===== src/rtl/id_ex_stage_if.sv =====
// ID/EX stage bus: decoded ID fields, the MEM/WB forwarding sources and the EX-side ALU operands.
// The pipeline-side logic uses master; the id_ex_stage register uses slave.
interface id_ex_stage_if;
   logic        stall;
   logic [31:0] id_pc;
   logic [4:0]  id_rs_addr;
   logic [4:0]  id_rt_addr;
   logic [31:0] id_rs_data;
   logic [31:0] id_rt_data;
   logic [31:0] id_imm;
   logic [3:0]  id_alu_op;
   logic        id_alu_src_b;
   logic [4:0]  id_wr_addr;
   logic        id_reg_write;
   logic [4:0]  mem_wr_addr;
   logic        mem_reg_write;
   logic [31:0] mem_fwd_data;
   logic [4:0]  wb_wr_addr;
   logic        wb_reg_write;
   logic [31:0] wb_fwd_data;
   logic [3:0]  ex_alu_op;
   logic [31:0] ex_in_a;
   logic [31:0] ex_in_b;
   logic [31:0] ex_rt_val;
   logic [31:0] ex_pc;
   logic [4:0]  ex_wr_addr;
   logic        ex_reg_write;
   logic        ex_valid;

   modport master (
      output stall, id_pc, id_rs_addr, id_rt_addr, id_rs_data, id_rt_data, id_imm,
             id_alu_op, id_alu_src_b, id_wr_addr, id_reg_write,
             mem_wr_addr, mem_reg_write, mem_fwd_data, wb_wr_addr, wb_reg_write, wb_fwd_data,
      input  ex_alu_op, ex_in_a, ex_in_b, ex_rt_val, ex_pc, ex_wr_addr, ex_reg_write, ex_valid
   );

   modport slave (
      input  stall, id_pc, id_rs_addr, id_rt_addr, id_rs_data, id_rt_data, id_imm,
             id_alu_op, id_alu_src_b, id_wr_addr, id_reg_write,
             mem_wr_addr, mem_reg_write, mem_fwd_data, wb_wr_addr, wb_reg_write, wb_fwd_data,
      output ex_alu_op, ex_in_a, ex_in_b, ex_rt_val, ex_pc, ex_wr_addr, ex_reg_write, ex_valid
   );
endinterface


===== src/rtl/id_ex_stage.sv =====
// ID/EX pipeline register with bubble insertion on stall and EX-stage operand forwarding
// from MEM (newest) and WB. There is no handshake: ID is captured on every clock edge.
module id_ex_stage #(
   parameter logic [31:0] RESET_PC = 32'h0000_3000
) (
   input logic           clk,
   input logic           reset,
   id_ex_stage_if.slave  bus
);

   logic [31:0] pc_q,        pc_d;
   logic [4:0]  rs_addr_q,   rs_addr_d;
   logic [4:0]  rt_addr_q,   rt_addr_d;
   logic [31:0] rs_data_q,   rs_data_d;
   logic [31:0] rt_data_q,   rt_data_d;
   logic [31:0] imm_q,       imm_d;
   logic [3:0]  alu_op_q,    alu_op_d;
   logic        alu_src_b_q, alu_src_b_d;
   logic [4:0]  wr_addr_q,   wr_addr_d;
   logic        reg_write_q, reg_write_d;
   logic        valid_q,     valid_d;

   logic [31:0] rs_fwd;
   logic [31:0] rt_fwd;

   // A bubble keeps the PC of the held instruction but is otherwise an all-zero NOP.
   always_comb begin
      pc_d        = bus.id_pc;
      rs_addr_d   = 5'd0;
      rt_addr_d   = 5'd0;
      rs_data_d   = 32'd0;
      rt_data_d   = 32'd0;
      imm_d       = 32'd0;
      alu_op_d    = 4'd0;
      alu_src_b_d = 1'b0;
      wr_addr_d   = 5'd0;
      reg_write_d = 1'b0;
      valid_d     = 1'b0;
      if (!bus.stall) begin
         rs_addr_d   = bus.id_rs_addr;
         rt_addr_d   = bus.id_rt_addr;
         rs_data_d   = bus.id_rs_data;
         rt_data_d   = bus.id_rt_data;
         imm_d       = bus.id_imm;
         alu_op_d    = bus.id_alu_op;
         alu_src_b_d = bus.id_alu_src_b;
         wr_addr_d   = bus.id_wr_addr;
         reg_write_d = bus.id_reg_write;
         valid_d     = 1'b1;
      end
   end

   always_ff @(posedge clk) begin
      if (reset) begin
         pc_q        <= RESET_PC;
         rs_addr_q   <= 5'd0;
         rt_addr_q   <= 5'd0;
         rs_data_q   <= 32'd0;
         rt_data_q   <= 32'd0;
         imm_q       <= 32'd0;
         alu_op_q    <= 4'd0;
         alu_src_b_q <= 1'b0;
         wr_addr_q   <= 5'd0;
         reg_write_q <= 1'b0;
         valid_q     <= 1'b0;
      end else begin
         pc_q        <= pc_d;
         rs_addr_q   <= rs_addr_d;
         rt_addr_q   <= rt_addr_d;
         rs_data_q   <= rs_data_d;
         rt_data_q   <= rt_data_d;
         imm_q       <= imm_d;
         alu_op_q    <= alu_op_d;
         alu_src_b_q <= alu_src_b_d;
         wr_addr_q   <= wr_addr_d;
         reg_write_q <= reg_write_d;
         valid_q     <= valid_d;
      end
   end

   // $0 is hard-wired zero, so a pending write to it must never be bypassed.
   function automatic logic [31:0] fwd_sel(
      input logic [4:0]  addr,
      input logic [31:0] reg_data,
      input logic        mem_we,
      input logic [4:0]  mem_addr,
      input logic [31:0] mem_data,
      input logic        wb_we,
      input logic [4:0]  wb_addr,
      input logic [31:0] wb_data
   );
      logic [31:0] result;
      result = reg_data;
      if (addr != 5'd0) begin
         if (mem_we && (mem_addr == addr)) begin
            result = mem_data;
         end else if (wb_we && (wb_addr == addr)) begin
            result = wb_data;
         end
      end
      return result;
   endfunction

   always_comb begin
      rs_fwd = fwd_sel(rs_addr_q, rs_data_q, bus.mem_reg_write, bus.mem_wr_addr, bus.mem_fwd_data,
                       bus.wb_reg_write, bus.wb_wr_addr, bus.wb_fwd_data);
      rt_fwd = fwd_sel(rt_addr_q, rt_data_q, bus.mem_reg_write, bus.mem_wr_addr, bus.mem_fwd_data,
                       bus.wb_reg_write, bus.wb_wr_addr, bus.wb_fwd_data);
   end

   assign bus.ex_in_a      = rs_fwd;
   assign bus.ex_in_b      = alu_src_b_q ? imm_q : rt_fwd;
   assign bus.ex_rt_val    = rt_fwd;
   assign bus.ex_alu_op    = alu_op_q;
   assign bus.ex_pc        = pc_q;
   assign bus.ex_wr_addr   = wr_addr_q;
   assign bus.ex_reg_write = reg_write_q;
   assign bus.ex_valid     = valid_q;

endmodule


===== src/flat_wrapper.sv =====
// flat-port wrapper written by rule: the top's interface ports become plain ports
module id_ex_stage_flat 
#(
   parameter logic [31:0] RESET_PC = 32'h0000_3000
)
  (clk, reset, bus_stall, bus_id_pc, bus_id_rs_addr, bus_id_rt_addr, bus_id_rs_data, bus_id_rt_data, bus_id_imm, bus_id_alu_op, bus_id_alu_src_b, bus_id_wr_addr, bus_id_reg_write, bus_mem_wr_addr, bus_mem_reg_write, bus_mem_fwd_data, bus_wb_wr_addr, bus_wb_reg_write, bus_wb_fwd_data, bus_ex_alu_op, bus_ex_in_a, bus_ex_in_b, bus_ex_rt_val, bus_ex_pc, bus_ex_wr_addr, bus_ex_reg_write, bus_ex_valid);
  id_ex_stage_if bus_i ();
  input logic clk;
  input logic reset;
  input wire logic [$bits(bus_i.stall)-1:0] bus_stall;
  input wire logic [$bits(bus_i.id_pc)-1:0] bus_id_pc;
  input wire logic [$bits(bus_i.id_rs_addr)-1:0] bus_id_rs_addr;
  input wire logic [$bits(bus_i.id_rt_addr)-1:0] bus_id_rt_addr;
  input wire logic [$bits(bus_i.id_rs_data)-1:0] bus_id_rs_data;
  input wire logic [$bits(bus_i.id_rt_data)-1:0] bus_id_rt_data;
  input wire logic [$bits(bus_i.id_imm)-1:0] bus_id_imm;
  input wire logic [$bits(bus_i.id_alu_op)-1:0] bus_id_alu_op;
  input wire logic [$bits(bus_i.id_alu_src_b)-1:0] bus_id_alu_src_b;
  input wire logic [$bits(bus_i.id_wr_addr)-1:0] bus_id_wr_addr;
  input wire logic [$bits(bus_i.id_reg_write)-1:0] bus_id_reg_write;
  input wire logic [$bits(bus_i.mem_wr_addr)-1:0] bus_mem_wr_addr;
  input wire logic [$bits(bus_i.mem_reg_write)-1:0] bus_mem_reg_write;
  input wire logic [$bits(bus_i.mem_fwd_data)-1:0] bus_mem_fwd_data;
  input wire logic [$bits(bus_i.wb_wr_addr)-1:0] bus_wb_wr_addr;
  input wire logic [$bits(bus_i.wb_reg_write)-1:0] bus_wb_reg_write;
  input wire logic [$bits(bus_i.wb_fwd_data)-1:0] bus_wb_fwd_data;
  output wire logic [$bits(bus_i.ex_alu_op)-1:0] bus_ex_alu_op;
  output wire logic [$bits(bus_i.ex_in_a)-1:0] bus_ex_in_a;
  output wire logic [$bits(bus_i.ex_in_b)-1:0] bus_ex_in_b;
  output wire logic [$bits(bus_i.ex_rt_val)-1:0] bus_ex_rt_val;
  output wire logic [$bits(bus_i.ex_pc)-1:0] bus_ex_pc;
  output wire logic [$bits(bus_i.ex_wr_addr)-1:0] bus_ex_wr_addr;
  output wire logic [$bits(bus_i.ex_reg_write)-1:0] bus_ex_reg_write;
  output wire logic [$bits(bus_i.ex_valid)-1:0] bus_ex_valid;
  assign bus_i.stall = bus_stall;
  assign bus_i.id_pc = bus_id_pc;
  assign bus_i.id_rs_addr = bus_id_rs_addr;
  assign bus_i.id_rt_addr = bus_id_rt_addr;
  assign bus_i.id_rs_data = bus_id_rs_data;
  assign bus_i.id_rt_data = bus_id_rt_data;
  assign bus_i.id_imm = bus_id_imm;
  assign bus_i.id_alu_op = bus_id_alu_op;
  assign bus_i.id_alu_src_b = bus_id_alu_src_b;
  assign bus_i.id_wr_addr = bus_id_wr_addr;
  assign bus_i.id_reg_write = bus_id_reg_write;
  assign bus_i.mem_wr_addr = bus_mem_wr_addr;
  assign bus_i.mem_reg_write = bus_mem_reg_write;
  assign bus_i.mem_fwd_data = bus_mem_fwd_data;
  assign bus_i.wb_wr_addr = bus_wb_wr_addr;
  assign bus_i.wb_reg_write = bus_wb_reg_write;
  assign bus_i.wb_fwd_data = bus_wb_fwd_data;
  assign bus_ex_alu_op = bus_i.ex_alu_op;
  assign bus_ex_in_a = bus_i.ex_in_a;
  assign bus_ex_in_b = bus_i.ex_in_b;
  assign bus_ex_rt_val = bus_i.ex_rt_val;
  assign bus_ex_pc = bus_i.ex_pc;
  assign bus_ex_wr_addr = bus_i.ex_wr_addr;
  assign bus_ex_reg_write = bus_i.ex_reg_write;
  assign bus_ex_valid = bus_i.ex_valid;
  id_ex_stage #(.RESET_PC(RESET_PC)) u_core (.clk(clk), .reset(reset), .bus(bus_i));
endmodule

===== config.mk =====
export PLATFORM = sky130hd
export DESIGN_NAME = id_ex_stage_flat
export DESIGN_NICKNAME = d
export VERILOG_FILES = /design/src/rtl/id_ex_stage_if.sv /design/src/rtl/id_ex_stage.sv /design/src/flat_wrapper.sv
export SDC_FILE = /design/constraint.sdc
export NUM_CORES = 1
export LEC_CHECK = 0
export ABC_AREA = 1
export CORE_UTILIZATION = 30
export CTS_BUF_LIST = sky130_fd_sc_hd__clkbuf_8
export DETAILED_ROUTE_END_ITERATION = 7
export HOLD_SLACK_MARGIN = 0.1
export SYNTH_ARGS = -nofsm -noshare
export SYNTH_HDL_FRONTEND = slang
export SYNTH_SLANG_ARGS = --single-unit
export TNS_END_PERCENT = 100

===== constraint.sdc =====
create_clock -name clk -period 6.3 [get_ports clk]
set_clock_uncertainty 0.05 [all_clocks]
set_input_delay 1.89 -clock clk [delete_from_list [all_inputs] [get_ports clk]]
set_output_delay 1.89 -clock clk [all_outputs]
set_load 0.01 [all_outputs]

==> run_results.csv <==
group,metric,value,unit
sta,slew_viol_final,0,
clocking,cts_tree,"yes",
synth,synthMuxAreaShare,0,%
worst_setup_path,cp-end-kind,"primary output",
drt,vias,8551,
drt,first_iter_violations,485,
hold_path,holdCritPathClass,"in2reg",
sta,setup_slack,146,ps
synth,synth_ff_type,"dfxtp_1",
sta,relSlewSlack,32.3,%
synth,yosys_warnings,0,
clocking,clk_pin_slew,120,ps
floorplan,die_y,163,µm
synth,synthCells,1253,
hold_path,min_from,"bus_id_pc[8]",
synth,yosysSeqAreaShare,38.7,%
power,switching_share,30.9,%
synth,synth_compound_area_share,2.68,%
clocking,cts_root_buffer,"clkbuf_8",
power,ir_drop,0.000163,V
worst_setup_path,crit_start,"bus_mem_wr_addr[0]",
drt,drc,0,
global_routing,grt_overflow,0,
synth,syn_nets,1481,
floorplan,rows,58,
global_routing,grt_use_total,23.3,%
clocking,cts-buffers-inserted,17,
worst_setup_path,worstSetupPathType,"in2out",
clocking,htree_levels,4,
finish,synthToLayoutAreaGrowth,56.4,%
floorplan,fp.dieW,163,µm
synth,synth_xor_xnor_area_share,0,%
place,place_congestion,0.875,
worst_setup_path,worstPathRequired,4360,ps
synth,yosys-top-cells-count,"324 x nor2_1, 258 x inv_1, 220 x nand2_1, 150 x dfxtp_1, 71 x nand3_1",
floorplan,core_area,0.0253,mm²
sta,tightest_slew,1010,ps
synth,yosysTopAreaCell,"dfxtp_1",
power,p_seq_share,43.4,%
place,dpl_worst_slack,90.0,ps
global_routing,grt_pass1_vias,8628,
power,p_sw,713,µW
synth,ys_seq_elements,150,
floorplan,start_util,30.7,%
drt,routedWlPerCell,15.7,µm
worst_setup_path,arrival,4210,ps
power,p_comb_share,23.3,%
synth,synth_area_per_cell,6.19,µm²
sta,worst_hold_slack,1870,ps
run,maxCapViolations,0,
worst_setup_path,start_kind,"primary input",
drt,antenna_left,0,
power,power.leakage,0.00608,µW
clocking,ctsHoldBuffers,0,
drt,viasPerCell,4.42,
synth,synth_fa_ha_area_share,0,%
synth,synth_top_area_share,38.7,%
clocking,cts-resized-gates,0,
status,outcome,"completed",
global_routing,grt_max_degree,64,
floorplan,ios,367,
finish,diodes,0,
clocking,clockBufferDepth,2,
place,placed_cell_area,0.0117,mm²
worst_setup_path,critical_path_peak_fanout,63,
synth,synthDistinctLibCells,26,
clocking,cts_setup_buffers,0,
power,clkPwrFrac,33.2,%
synth,ys_top_cells_by_area,"dfxtp_1 39%, nor2_1 16%, inv_1 12%",
place,hpwl,22.0,mm
synth,yosysMostFrequentCell,"nor2_1",
place,portBuffers,366,
global_routing,grt_pass1_wl,47.2,mm
finish,final_design_area_no_fill,0.0121,mm²
sta,period_needed,6150,ps
sta,fin_crit_sh,97.7,%
synth,synth-edff-count,0,
sta,rsz0062_at_grt,"no",
sta,final_hold_viol_count,0,
synth,synth-simple-area-share,41.1,%
drt,drt_first_pass_iters,5,
synth,async_flop_share,0,%
finish,finalNetCount,1819,
finish,drive_above_1_share,8.29,%
sta,setup_viol,0,
synth,syn_area,0.00776,mm²
power,p_int,1600,µW
clocking,cts_sinks,150,
power,p_per_area,190,mW/mm²
sta,max_freq,162,MHz
drt,drt_wl_total,30.4,mm
synth,synth_top_family_by_area,"simple AND/OR/NAND/NOR gates",
global_routing,antenna_found_initial,0,
sta,tns,0,ps
floorplan,die_area,0.0265,mm²
registers in the layout, summed over array words and instances, names as in the netlist:
| register | flops |
|---|---|
| u_core.bus.ex_alu_op | 4 |
| u_core.alu_src_b_q | 1 |
| u_core.bus.ex_valid | 1 |
| u_core.bus.ex_wr_addr | 5 |
| u_core.imm_q | 32 |
| u_core.rt_addr_q | 5 |
| u_core.rs_data_q | 32 |
| u_core.bus.ex_reg_write | 1 |
| u_core.rs_addr_q | 5 |
| u_core.rt_data_q | 32 |
| u_core.bus.ex_pc | 32 |
metal layers:
| layer | GRT usage (%) | part of all wire (%) |
|---|---|---|
| met1 | 27.3 | 42 |
| met2 | 40.8 | 48 |
| met3 | 7.00 | 8.1 |
| met4 | 6.37 | 1.7 |
| met5 | 0 | 0 |
path summary, 6_finish.rpt:
| kind | slack (ps) | cells past startpoint | endpoint |
|---|---|---|---|
| worst max-delay path | 150 | 13 | bus_ex_in_b[11] |
| worst min-delay path | 1870 | 3 | u_core.bus.ex_pc[8] |
cells by family after synthesis:
group,after synthesis
simple gates,731
buf+inv,332
flops,150
compound gates,40
power groups by stage:
stage | Combinational (µW) | Sequential (µW) | Clock (µW)
floorplan | 218 | 1030 | 0
global placement | 540 | 1020 | 0
detailed placement | 540 | 1020 | 0
CTS | 543 | 1000 | 793
global route | 591 | 1010 | 837
finish | 539 | 1000 | 768
placed cells by master, fill, tap and decap left out, drive strengths merged:
cell             n
clkdlybuf4s50  366
nor2           354
inv            275
nand2          235
dfxtp          150
nand3           71
a21oi           35
nand4           32
and2            32
buf             18
clkbuf          17
clkinvlp         6
nor3             4
o21ai            3
or2              2
nor4             1
o22ai            1
a22oi            1
bufinv           1
final cells by class:
type	count	area (µm²)
Tap cell	330	413
Fill cell	2604	13100
Timing Repair Buffer	384	3870
Multi-Input combinational cell	771	3450
Sequential cell	150	3000
Clock buffer	17	234
Clock inverter	15	145
Inverter	267	1010
critical path, stage by stage:
cell	delay [ps]
clkdlybuf4s50_1	520
inv_1	70
nand2_1	60
nand2_1	70
nor2_2	170
nand3_4	110
buf_12	200
nor2_2	140
nor2_1	50
nand2_1	130
nand3_1	90
nand2_1	110
clkdlybuf4s50_1	530
stage by stage:
step,util [%],total power [µW],cells
global route,48.0,2440,1934
global placement,46.5,1560,1902
detailed placement,46.5,1560,1902
finish,48.0,2310,1934
CTS,48.0,2340,1934
floorplan,-,1250,1253
(Power assumes the default switching activity.)
